<file path="src/rtl/mish_req_arbiter.sv">
// mish_req_arbiter: round-robin front end that shares one Mish datapath
// between NUM_REQ requesters. It accepts one operand, holds it on core_in for
// CORE_LAT cycles, captures core_out and returns it tagged with the requester
// id over a valid/ready response port.
module mish_req_arbiter #(
  parameter int NUM_REQ  = 4,
  parameter int ID_W     = 2,
  parameter int IN_W     = 12,
  parameter int OUT_W    = 32,
  parameter int CORE_LAT = 1
) (
  input  logic                    clk,
  input  logic                    rst_n,
  input  logic [NUM_REQ-1:0]      req_valid,
  input  logic [NUM_REQ*IN_W-1:0] req_data,
  output logic [NUM_REQ-1:0]      req_ready,
  output logic [IN_W-1:0]         core_in,
  input  logic [OUT_W-1:0]        core_out,
  output logic                    rsp_valid,
  input  logic                    rsp_ready,
  output logic [OUT_W-1:0]        rsp_data,
  output logic [ID_W-1:0]         rsp_id,
  output logic                    busy
);

  localparam int CNT_W = $clog2(CORE_LAT + 1);
  // One extra bit so last_grant + offset cannot overflow before the wrap.
  localparam int CW    = ID_W + 1;

  localparam logic [1:0] S_IDLE = 2'd0;
  localparam logic [1:0] S_WAIT = 2'd1;
  localparam logic [1:0] S_RESP = 2'd2;

  logic [1:0]       state_q, state_d;
  logic [IN_W-1:0]  core_in_q, core_in_d;
  logic [OUT_W-1:0] rsp_data_q, rsp_data_d;
  logic [ID_W-1:0]  rsp_id_q, rsp_id_d;
  logic [ID_W-1:0]  last_grant_q, last_grant_d;
  logic [CNT_W-1:0] cnt_q, cnt_d;
  logic             rsp_valid_q, rsp_valid_d;

  logic [NUM_REQ-1:0][IN_W-1:0] req_op;
  logic                         gnt_any;
  logic [ID_W-1:0]              gnt_idx;
  logic [CW-1:0]                cand;

  for (genvar k = 0; k < NUM_REQ; k++) begin : g_unpack
    assign req_op[k] = req_data[k*IN_W +: IN_W];
  end

  // Round-robin search: first valid requester after last_grant, wrapping.
  always_comb begin
    gnt_any = 1'b0;
    gnt_idx = last_grant_q;
    cand    = '0;
    for (int i = 1; i <= NUM_REQ; i++) begin
      cand = {1'b0, last_grant_q} + CW'(i);
      if (cand >= CW'(NUM_REQ)) cand = cand - CW'(NUM_REQ);
      if (!gnt_any && req_valid[cand[ID_W-1:0]]) begin
        gnt_any = 1'b1;
        gnt_idx = cand[ID_W-1:0];
      end
    end
  end

  // Grant is only offered in IDLE, and never while reset is held.
  always_comb begin
    req_ready = '0;
    if (rst_n && (state_q == S_IDLE) && gnt_any)
      req_ready = NUM_REQ'(1) << gnt_idx;
  end

  // FSM next state: IDLE grants, WAIT counts down the core latency, RESP holds.
  always_comb begin
    state_d      = state_q;
    core_in_d    = core_in_q;
    rsp_data_d   = rsp_data_q;
    rsp_id_d     = rsp_id_q;
    last_grant_d = last_grant_q;
    cnt_d        = cnt_q;
    rsp_valid_d  = rsp_valid_q;
    case (state_q)
      S_IDLE: begin
        if (gnt_any) begin
          core_in_d    = req_op[gnt_idx];
          rsp_id_d     = gnt_idx;
          last_grant_d = gnt_idx;
          cnt_d        = CNT_W'(CORE_LAT);
          state_d      = S_WAIT;
        end
      end
      S_WAIT: begin
        if (cnt_q == CNT_W'(1)) begin
          rsp_data_d  = core_out;
          rsp_valid_d = 1'b1;
          state_d     = S_RESP;
        end else begin
          cnt_d = cnt_q - CNT_W'(1);
        end
      end
      S_RESP: begin
        // Acceptance returns to IDLE only; the next grant waits a cycle.
        if (rsp_ready) begin
          rsp_valid_d = 1'b0;
          state_d     = S_IDLE;
        end
      end
      default: state_d = S_IDLE;
    endcase
  end

  // State registers; reset drops any in-flight operation.
  always_ff @(posedge clk or negedge rst_n) begin
    if (!rst_n) begin
      state_q      <= S_IDLE;
      core_in_q    <= '0;
      rsp_data_q   <= '0;
      rsp_id_q     <= '0;
      last_grant_q <= ID_W'(NUM_REQ - 1);
      cnt_q        <= '0;
      rsp_valid_q  <= 1'b0;
    end else begin
      state_q      <= state_d;
      core_in_q    <= core_in_d;
      rsp_data_q   <= rsp_data_d;
      rsp_id_q     <= rsp_id_d;
      last_grant_q <= last_grant_d;
      cnt_q        <= cnt_d;
      rsp_valid_q  <= rsp_valid_d;
    end
  end

  assign core_in   = core_in_q;
  assign rsp_data  = rsp_data_q;
  assign rsp_id    = rsp_id_q;
  assign rsp_valid = rsp_valid_q;
  assign busy      = (state_q != S_IDLE);

endmodule

</file>
<file path="config.mk">
export PLATFORM = sky130hd
export DESIGN_NAME = mish_req_arbiter
export DESIGN_NICKNAME = d
export VERILOG_FILES = /design/src/rtl/mish_req_arbiter.sv
export SDC_FILE = /design/constraint.sdc
export NUM_CORES = 1
export LEC_CHECK = 0
export ABC_AREA = 1
export CORE_MARGIN = 10
export CORE_UTILIZATION = 43
export DETAILED_ROUTE_END_ITERATION = 10
export GPL_ROUTABILITY_DRIVEN = 0
export PLACE_DENSITY = 0.89
export SYNTH_ARGS = -nofsm -noshare
export SYNTH_HDL_FRONTEND = slang
export SYNTH_SLANG_ARGS = --single-unit
</file>
<file path="constraint.sdc">
create_clock -name clk -period 2.8 [get_ports clk]
set_input_delay 0.42 -clock clk [delete_from_list [all_inputs] [get_ports clk]]
set_output_delay 0.42 -clock clk [all_outputs]
set_load 0.02 [all_outputs]
</file>
[Yosys cells after proc, flatten, opt, wreduce, memory -nomap -nowiden]
Index checks and enable logic that the tools add are counted.
Storage, ports and cells
  flip-flop bits (word level): 52
  word-level logic and storage cells: 81
  output and inout bits: 52
  input bits: 87
Operators by class
  shifts and indexed selects: 1
  add/sub/neg operators: 9
  mux-type cells: 33
  equality and inequality tests: 5
  reductions and logical operators: 17
  $lt $le $gt $ge: 9
Operators with widths (number)
  12-bit binary-select mux with 2-bit select: 1
  2-bit 2-to-1 mux: 11
  2-bit by 3-bit less-than comparator with 1-bit output (second input constant): 5
  3-bit greater-or-equal comparator (second input constant): 4
  1-bit 2-to-1 mux: 12
  12-bit 2-to-1 mux: 1
  1-bit binary-select mux with 2-bit select: 4
  2-bit by 1-bit subtractor with 2-bit output (second input constant): 4
  2-bit by 2-bit adder with 3-bit output (second input constant): 2
  2-bit != test (second input constant): 3
  2-bit one-hot mux with 3 select lines: 1
  2-bit AND reduction: 3
  3-bit AND reduction: 2
  2-bit nonzero test: 3
  1-bit logical AND: 5
  4-bit 2-to-1 mux: 1
  1-bit one-hot mux with 2 select lines: 2
  1-bit by 2-bit left shift with 4-bit output (first input constant): 1
  2-bit by 1-bit adder with 3-bit output (second input constant): 1
  2-bit by 3-bit adder with 3-bit output (second input constant): 1
  1-bit logical NOT: 3
  2-bit by 1-bit equality test with 1-bit output (second input constant): 1
  2-bit equality test (second input constant): 1
  2-bit logical NOT: 1
  1-bit subtractor (second input constant): 1

[Logic depth before layout (Yosys ltp)]
Gate-level depths: netlist (run 1).
  depth after elaboration: 17
  mapped depth: 15
  depth with buffers taken out: 13

[Worst setup path after synthesis (run 1)]
No wires, ideal clock.
  path kind: flip-flop to output port
  start point: register last_grant_q[0]
  end point: output req_ready[0]
  required time: 2.380 ns
  stages on the path, launching flop included: 13
  buffers on the path: 2
  slack: 0.612 ns
  arrival time: 1.768 ns
  cell sequence: dfstp_2 buf_6 inv_6 nand2_1 nand3_1 nand2_2 nand2_2 nand2_2 nand2_2 nand2_2 buf_4 nand3_1 nor2_1
On the way
  cells in the longest elaborated chain, start to end: 17
  elaborated cells on any way between the ends: 41
  classes of those cells: 8 x add/sub; 4 x order compare; 1 x shift; 21 x mux; 7 x reduce/logical
RTL lines
  from (decl): line 38  | logic [ID_W-1:0] last_grant_q, last_grant_d;
  from (signal assigned): line 119  | last_grant_q <= ID_W'(NUM_REQ - 1);
  from (signal assigned): line 127  | last_grant_q <= last_grant_d;
  2-bit by 1-bit adder with 3-bit output: line 57  | cand = {1'b0, last_grant_q} + CW'(i);
  3-bit greater-or-equal comparator / 2-bit by 1-bit subtractor with 2-bit output (equally long branches): line 58  | if (cand >= CW'(NUM_REQ)) cand = cand - CW'(NUM_REQ);
  2-bit 2-to-1 mux: line 58
  1-bit binary-select mux with 2-bit select: line 59  | if (!gnt_any && req_valid[cand[ID_W-1:0]]) begin
  1-bit 2-to-1 mux (implied by the code): line 59
  1-bit 2-to-1 mux: line 59
  1-bit logical NOT: line 59
  1-bit logical AND: line 59
  1-bit 2-to-1 mux: line 59
  1-bit logical NOT: line 59
  1-bit logical AND: line 59
  1-bit 2-to-1 mux: line 59
  1-bit logical NOT: line 59
  1-bit logical AND: line 59
  2-bit 2-to-1 mux / 1-bit 2-to-1 mux (equally long branches): line 59
  1-bit by 2-bit left shift with 4-bit output / 1-bit logical AND (equally long branches): line 70, 69
  4-bit 2-to-1 mux *: line 69  | if (rst_n && (state_q == S_IDLE) && gnt_any)
  to (decl): line 16  | output logic [NUM_REQ-1:0] req_ready,
Mark *: on every way between the ends. The rest lies on a longest branch, timed or not. The select of a mux whose other input is x is not followed.

[Final worst setup path (run 1)]
Ends and elaborated chain as after synthesis.

==> metrics.txt, run 1 <==
# TYPE chip_impl_metric gauge
chip_impl_info{name="outcome",value="finished, final reports clean"} 1
chip_impl_metric{name="via_count",unit=""} 2708
chip_impl_metric{name="power.ir.vdd_worst",unit="mV"} 0.854
chip_impl_metric{name="hold_viol_final",unit=""} 0
chip_impl_metric{name="clk-insertion-delay-late",unit="ns"} 0.29
chip_impl_metric{name="flow.area_growth_from_synthesis",unit="%"} 57.3
chip_impl_metric{name="synth_area_per_cell",unit="um^2"} 8.44
chip_impl_metric{name="sw_frac_of_total",unit=""} 0.455
chip_impl_metric{name="final_core_util",unit=""} 0.689
chip_impl_info{name="grt_setup_unrepaired",value="no"} 1
chip_impl_info{name="cp-end-kind",value="primary output"} 1
chip_impl_info{name="layout_common_cells",value="133 x sky130_fd_sc_hd__clkdlybuf4s50_1, 112 x sky130_fd_sc_hd__nand2_1, 57 x sky130_fd_sc_hd__nand3_1"} 1
chip_impl_info{name="cp_common_cell",value="sky130_fd_sc_hd__nand2_1"} 1
chip_impl_metric{name="pwr_density_cell",unit="nW/um^2"} 1330
chip_impl_metric{name="pwr-share-comb",unit=""} 0.674
chip_impl_metric{name="drcViolationCount",unit=""} 0
chip_impl_metric{name="via_per_inst",unit=""} 4.94
chip_impl_metric{name="largest_net_degree_at_the_start_of_global_routing",unit=""} 53
chip_impl_metric{name="max_freq",unit="GHz"} 0.382
chip_impl_metric{name="grt_first_pass_wirelength",unit="um"} 13600
chip_impl_info{name="critPathLaunchType",value="flip-flop"} 1
chip_impl_metric{name="grt_util_all_layers",unit=""} 0.163
chip_impl_info{name="layout_commonest_cell",value="sky130_fd_sc_hd__clkdlybuf4s50_1"} 1
chip_impl_metric{name="detail_route.wirelength",unit="um"} 8410
chip_impl_metric{name="critPathMaxFanout",unit=""} 9
chip_impl_metric{name="cts_inserted_buffers",unit=""} 5
chip_impl_info{name="hold_path.class",value="in -> async"} 1
chip_impl_metric{name="skew",unit="ns"} 0.00442
chip_impl_metric{name="r2r_worst_path_depth",unit=""} 14
chip_impl_metric{name="timing.final.crit_share",unit=""} 0.936
chip_impl_metric{name="synth_nets",unit=""} 413
chip_impl_metric{name="initial_core_util",unit=""} 0.438
chip_impl_metric{name="p_clk_frac",unit=""} 0.086
chip_impl_info{name="clock_tree_from_tritoncts",value="done"} 1
chip_impl_metric{name="cts_max_level",unit=""} 2
chip_impl_metric{name="wl_per_cell",unit="um"} 15.3
chip_impl_metric{name="via_count_of_the_first_global_routing_pass",unit=""} 2848
chip_impl_metric{name="io_pins",unit=""} 139
chip_impl_info{name="critical_path.top_delay_family",value="simple AND/OR/NAND/NOR gates"} 1
chip_impl_metric{name="finalCriticalPeriod",unit="ns"} 2.62
chip_impl_metric{name="core",unit="um^2"} 6280
chip_impl_metric{name="final_nets",unit=""} 557
chip_impl_metric{name="postSynthRegisterBits",unit=""} 52
chip_impl_metric{name="final_layout_setup_total_negative_slack",unit="ns"} 0
chip_impl_metric{name="antenna_violations_before_repair",unit=""} 0
chip_impl_metric{name="ant_nets",unit=""} 0
chip_impl_metric{name="worst_slew_margin_rel",unit=""} 0.581
chip_impl_info{name="regToRegEndpoint",value="core_in[10]"} 1
chip_impl_metric{name="synth_cells",unit=""} 326
chip_impl_info{name="clk_root_buffer_cell",value="sky130_fd_sc_hd__clkbuf_8"} 1
chip_impl_metric{name="power_report.internal_total",unit="uW"} 3130
chip_impl_info{name="timing.critical_path.slowest_stage_cell",value="sky130_fd_sc_hd__dfstp_2"} 1
chip_impl_metric{name="max-clock-path-buffers",unit=""} 2
chip_impl_metric{name="numClockSinks",unit=""} 52
chip_impl_metric{name="design.die.area",unit="um^2"} 10000
chip_impl_metric{name="ys_types",unit=""} 19
chip_impl_metric{name="timing.critical_path.buf_inv",unit=""} 2
chip_impl_metric{name="number_of_stages_on_the_worst_setup_path",unit=""} 11
chip_impl_metric{name="rrSetupSlack",unit="ns"} 0.79
chip_impl_metric{name="finalSetupViolations",unit=""} 0
chip_impl_metric{name="netSwitchingPower",unit="uW"} 2620
chip_impl_metric{name="die_w",unit="um"} 100
chip_impl_metric{name="initialDrtViolationCount",unit=""} 124
chip_impl_metric{name="fp-row-count",unit=""} 29
chip_impl_metric{name="max_cap_viol_count",unit=""} 0
chip_impl_metric{name="worst_ep_required_time",unit="ns"} 2.38
chip_impl_metric{name="cts.clk_slew.worst_paths",unit="ns"} 0.09
chip_impl_metric{name="power_leakage",unit="uW"} 0.00207
chip_impl_metric{name="fp.dieH",unit="um"} 100
chip_impl_metric{name="power.sequential.fraction",unit=""} 0.239
chip_impl_metric{name="diodes",unit=""} 0
chip_impl_metric{name="holdBufCountCts",unit=""} 0
chip_impl_metric{name="yosys_warnings",unit=""} 0
chip_impl_info{name="worstPathCellList",value="inv_6, nand2_1, nand2_1, nand2_1, nand2_2, o21ai_1, nand2_1, nand2_1, nand2_2, nor2_1, dlygate4sd2_1"} 1
chip_impl_metric{name="share_of_post_route_cells_with_drive_strength_above_1",unit=""} 0.157
chip_impl_metric{name="global_route.overflow_total",unit=""} 0
chip_impl_metric{name="arrival",unit="ns"} 2.20
chip_impl_metric{name="synthesis.area",unit="um^2"} 2750
chip_impl_metric{name="timing.critical_path.slowest_cell_delay",unit="ns"} 0.65
chip_impl_metric{name="synth_sequential_area_ratio",unit=""} 0.474
chip_impl_metric{name="io_port_bufs",unit=""} 138
chip_impl_metric{name="worst_pin_slew",unit="ns"} 0.628
chip_impl_metric{name="hpwl",unit="um"} 6870
chip_impl_metric{name="detailedRoute.firstPassIterationCount",unit=""} 4
chip_impl_info{name="r2r_start",value="last_grant_q[0]"} 1
chip_impl_info{name="setup.worst_path.class",value="reg -> out"} 1
chip_impl_metric{name="maxSlewViolCount",unit=""} 0
==> routing by layer <==
layer	routed length (um)	track usage
met1	3240	0.180
met2	4330	0.290
met3	699	0.0584
met4	139	0.0413
met5	0	0
==> Yosys cell counts, drive strengths merged <==
master	instances	area [um^2]
clkbuf	1	3.75
nand3	60	315
nor2	9	33.8
inv	31	124
nand2	123	489
mux2	32	360
dfstp	2	52.6
o21ai	4	20.0
dfrtp	50	1250
buf	13	93.8
o31ai	1	7.51
==> sequential cells by signal (all words and copies together), names as in the netlist <==
| name | flops |
|---|---|
| cnt_q | 1 |
| core_in | 12 |
| last_grant_q | 2 |
| rsp_data | 32 |
| rsp_id | 2 |
| rsp_valid | 1 |
| state_q | 2 |
==> how the worst max path moves through the flow <==
stage | from | to
final | last_grant_q[0] | req_ready[0]
after detailed placement | req_valid[0] | req_ready[0]
after global placement | req_valid[0] | req_ready[0]
after floorplan | last_grant_q[0] | req_ready[0]
after global routing | last_grant_q[0] | req_ready[1]
after CTS | last_grant_q[0] | req_ready[0]
==> metrics by stage <==
stage | area [um^2] | total power (uW) | std cells | hold WS, ns | setup slack [ns]
2_1_floorplan | 2750 | 3890 | 326 | 0.124 | 0.612
3_3_place_gp | 4220 | 5170 | 539 | 0.451 | 0.0793
3_5_place_dp | 4220 | 5290 | 539 | 0.465 | 0.0153
4_1_cts | 4330 | 5790 | 548 | 0.304 | 0.182
5_1_grt | 4330 | 6270 | 548 | 0.327 | 0.00495
6_report | 4330 | 5750 | 548 | 0.283 | 0.179
==> layout make-up <==
cell class | instances | area (um^2)
repair buffers | 151 | 1470
clock inverters | 2 | 35.0
clock buffers | 6 | 72.6
multi-input cells | 229 | 1230
inverters | 31 | 124
flip-flops and latches | 52 | 1300
well taps | 77 | 96.3
fillers | 484 | 1950
==> timing repair <==
action,in CTS,in global routing
endpoints found under the setup margin,4,0
setup buffers,1,0
resized for setup,4,0
==> cell families (layout without fill, tap and decap cells) <==
kind of cell / Yosys count / after routing / synth area share
muxes: 32 / 32 / 0.131
AOI/OAI and AO/OA: 5 / 5 / 0.0100
buffers and inverters: 45 / 190 / 0.0805
DFF: 52 / 52 / 0.474
and+or+nand+nor: 192 / 192 / 0.305
==> power by group through the flow <==
stage	clock (uW)	combinational (uW)	sequential [uW]
floorplan	0	2110	1780
global placement	0	3810	1360
detailed placement	0	3900	1390
CTS	508	3910	1380
global route	544	4300	1420
finish	497	3880	1370
(Power assumes the default switching activity.)
==> run 2: changes to the inputs <==
--- a/config.mk
+++ b/config.mk
@@ -7,10 +7,10 @@
 export LEC_CHECK = 0
 export ABC_AREA = 1
 export CORE_MARGIN = 10
-export CORE_UTILIZATION = 43
+export CORE_UTILIZATION = 40
 export DETAILED_ROUTE_END_ITERATION = 10
 export GPL_ROUTABILITY_DRIVEN = 0
-export PLACE_DENSITY = 0.89
+export PLACE_DENSITY = 0.84
 export SYNTH_ARGS = -nofsm -noshare
 export SYNTH_HDL_FRONTEND = slang
 export SYNTH_SLANG_ARGS = --single-unit
==> constraint.sdc (replaced) <==
create_clock -name clk -period 3 [get_ports clk]
set_input_delay 0.45 -clock clk [delete_from_list [all_inputs] [get_ports clk]]
set_output_delay 0.45 -clock clk [all_outputs]
set_load 0.02 [all_outputs]
==> run 2 against run 1 <==
Net effect: clock-buffer cell count up 1; via count increased by 1.1%; critical path depth did not move; clock power down 20%; final area increased by 0.12%; core utilization shrank 4.8 points; sequential power fell by 7%; critical path type unchanged.
==> metrics.txt, run 2 (synthesized netlist as in run 1, its figures left out) <==
# TYPE chip_impl_metric gauge
chip_impl_info{name="outcome",value="finished, final reports clean"} 1
chip_impl_metric{name="core",unit="um^2"} 6760
chip_impl_metric{name="final_nets",unit=""} 557
chip_impl_metric{name="power_report.internal_total",unit="uW"} 2870
chip_impl_metric{name="detail_route.wirelength",unit="um"} 8330
chip_impl_metric{name="design.die.area",unit="um^2"} 10600
chip_impl_metric{name="finalSetupViolations",unit=""} 0
chip_impl_metric{name="pwr_density_cell",unit="nW/um^2"} 1230
chip_impl_metric{name="initial_core_util",unit=""} 0.407
chip_impl_metric{name="detailedRoute.firstPassIterationCount",unit=""} 4
chip_impl_metric{name="io_port_bufs",unit=""} 138
chip_impl_metric{name="ant_nets",unit=""} 0
chip_impl_metric{name="clk-insertion-delay-late",unit="ns"} 0.29
chip_impl_metric{name="drcViolationCount",unit=""} 0
chip_impl_metric{name="share_of_post_route_cells_with_drive_strength_above_1",unit=""} 0.157
chip_impl_info{name="layout_common_cells",value="133 x sky130_fd_sc_hd__clkdlybuf4s50_1, 112 x sky130_fd_sc_hd__nand2_1, 57 x sky130_fd_sc_hd__nand3_1"} 1
chip_impl_metric{name="pwr-share-comb",unit=""} 0.684
chip_impl_info{name="critPathLaunchType",value="flip-flop"} 1
chip_impl_metric{name="arrival",unit="ns"} 2.14
chip_impl_metric{name="place.detailed.instances",unit=""} 542
chip_impl_info{name="setup.worst_path.class",value="reg -> out"} 1
chip_impl_metric{name="skew",unit="ns"} 0.00625
chip_impl_metric{name="cts.clk_slew.worst_paths",unit="ns"} 0.09
chip_impl_info{name="layout_commonest_cell",value="sky130_fd_sc_hd__clkdlybuf4s50_1"} 1
chip_impl_metric{name="timing.critical_path.slowest_cell_delay",unit="ns"} 0.65
chip_impl_info{name="clk_root_buffer_cell",value="sky130_fd_sc_hd__clkbuf_8"} 1
chip_impl_metric{name="largest_net_degree_at_the_start_of_global_routing",unit=""} 53
chip_impl_info{name="grt_setup_unrepaired",value="no"} 1
chip_impl_metric{name="worst_ep_required_time",unit="ns"} 2.55
chip_impl_metric{name="worst_pin_slew",unit="ns"} 0.631
chip_impl_metric{name="via_count_of_the_first_global_routing_pass",unit=""} 2684
chip_impl_metric{name="flow.area_growth_from_synthesis",unit="%"} 57.4
chip_impl_metric{name="placedInstanceArea",unit="um^2"} 4220
chip_impl_metric{name="max_freq",unit="GHz"} 0.386
chip_impl_info{name="hold_path.class",value="in -> async"} 1
chip_impl_metric{name="fp-row-count",unit=""} 30
chip_impl_metric{name="fp.dieH",unit="um"} 103
chip_impl_metric{name="largest_reg_flops",unit=""} 32
chip_impl_metric{name="power.ir.vdd_worst",unit="mV"} 0.614
chip_impl_metric{name="timing.critical_path.buf_inv",unit=""} 2
chip_impl_info{name="cp-end-kind",value="primary output"} 1
chip_impl_metric{name="initialDrtViolationCount",unit=""} 90
chip_impl_metric{name="netSwitchingPower",unit="uW"} 2440
chip_impl_metric{name="worst_slew_margin_rel",unit=""} 0.579
chip_impl_metric{name="power_leakage",unit="uW"} 0.00211
chip_impl_metric{name="diodes",unit=""} 0
chip_impl_metric{name="io_pins",unit=""} 139
chip_impl_metric{name="grt_util_all_layers",unit=""} 0.150
chip_impl_metric{name="via_count",unit=""} 2737
chip_impl_metric{name="max-clock-path-buffers",unit=""} 2
chip_impl_metric{name="maxSlewViolCount",unit=""} 0
chip_impl_metric{name="global_route.overflow_total",unit=""} 0
chip_impl_metric{name="post-route-cell-area",unit="um^2"} 4330
chip_impl_info{name="cp_common_cell",value="sky130_fd_sc_hd__nand2_1"} 1
chip_impl_info{name="timing.critical_path.slowest_stage_cell",value="sky130_fd_sc_hd__dfstp_2"} 1
chip_impl_metric{name="hold_viol_final",unit=""} 0
chip_impl_metric{name="die_w",unit="um"} 103
chip_impl_metric{name="final-instance-count-excl-fill",unit=""} 551
chip_impl_metric{name="hpwl",unit="um"} 6790
chip_impl_metric{name="via_per_inst",unit=""} 4.97
chip_impl_metric{name="numClockSinks",unit=""} 52
chip_impl_metric{name="timing.final.crit_share",unit=""} 0.863
chip_impl_metric{name="max_cap_viol_count",unit=""} 0
chip_impl_info{name="critical_path.top_delay_family",value="simple AND/OR/NAND/NOR gates"} 1
chip_impl_metric{name="grt_first_pass_wirelength",unit="um"} 12800
chip_impl_metric{name="holdBufCountCts",unit=""} 0
chip_impl_info{name="clock_tree_from_tritoncts",value="done"} 1
chip_impl_info{name="worstPathCellList",value="inv_6, nand2_1, nand2_1, nand2_1, nand2_2, o21ai_1, nand2_1, nand2_1, nand2_2, nor2_1, dlymetal6s2s_1"} 1
chip_impl_metric{name="finalCriticalPeriod",unit="ns"} 2.59
chip_impl_metric{name="p_clk_frac",unit=""} 0.075
chip_impl_metric{name="sw_frac_of_total",unit=""} 0.460
chip_impl_metric{name="antenna_violations_before_repair",unit=""} 0
chip_impl_metric{name="critPathMaxFanout",unit=""} 9
chip_impl_metric{name="final_layout_setup_total_negative_slack",unit="ns"} 0
chip_impl_metric{name="cts_inserted_buffers",unit=""} 5
chip_impl_metric{name="cts_max_level",unit=""} 2
chip_impl_metric{name="power.sequential.fraction",unit=""} 0.241
chip_impl_metric{name="wl_per_cell",unit="um"} 15.1
## run 2: worst register-to-register path, cell delays in order (launching register included)
cell,delay [ns]
sky130_fd_sc_hd__dfstp_2,0.65
sky130_fd_sc_hd__inv_6,0.07
sky130_fd_sc_hd__nand2_1,0.06
sky130_fd_sc_hd__nand2_1,0.09
sky130_fd_sc_hd__nand2_1,0.10
sky130_fd_sc_hd__nand2_2,0.09
sky130_fd_sc_hd__inv_4,0.09
sky130_fd_sc_hd__nand3_2,0.09
sky130_fd_sc_hd__inv_2,0.07
sky130_fd_sc_hd__nand2_1,0.06
sky130_fd_sc_hd__nand2_2,0.11
sky130_fd_sc_hd__buf_4,0.18
sky130_fd_sc_hd__nand3_1,0.10
sky130_fd_sc_hd__nand3_1,0.10
sky130_fd_sc_hd__nand2_1,0.06
## run 2: power by group through the flow
stage / clock [uW] / combinational (uW) / sequential, uW
floorplan: 0 / 1970 / 1660
global placement: 0 / 3570 / 1280
detailed placement: 0 / 3650 / 1300
CTS: 416 / 3680 / 1280
global route: 446 / 3990 / 1330
finish: 400 / 3640 / 1280
## run 2: area by class of cell
cell class,instances,area (um^2)
Clock inverter,1,7.51
Clock buffer,7,86.3
Sequential cell,52,1300
Fill cell,587,2420
Timing Repair Buffer,151,1480
Tap cell,80,100
Multi-Input combinational cell,229,1230
Inverter,31,124
## run 2: per-layer routing
layer / GRT usage / wire [um]
met5: 0 / 0
met4: 0.0278 / 111
met3: 0.0536 / 780
met2: 0.265 / 4280
met1: 0.171 / 3160
## run 2: worst paths after layout
kind	start	end	slack, ns	cells past startpoint
max	last_grant_q[0]	req_ready[1]	0.41	11
min	rst_n	rsp_data[22]	0.31	2
min in group clk	rsp_valid	rsp_valid	0.48	2
min reg2reg	rsp_valid	rsp_valid	0.48	2
max reg2reg	last_grant_q[0]	core_in[8]	0.99	14
max in group asynchronous	rst_n	core_in[3]	2.27	2
## run 2: metrics by stage
step	hold WS [ns]	utilization	power, uW	worst slack, ns
global placement	0.450	0.625	4840	0.187
CTS	0.339	0.640	5370	0.0137
global route	0.369	0.641	5760	0.232
detailed placement	0.460	0.625	4950	0.125
finish	0.310	0.641	5320	0.410
floorplan	0.154	-	3630	0.782
## run 2: timing repair
item	CTS	global route
setup endpoints to repair	3	4
endpoints found under the hold margin	0	0
gates cloned	0	0
gates resized for setup	0	4
setup buffers	1	0
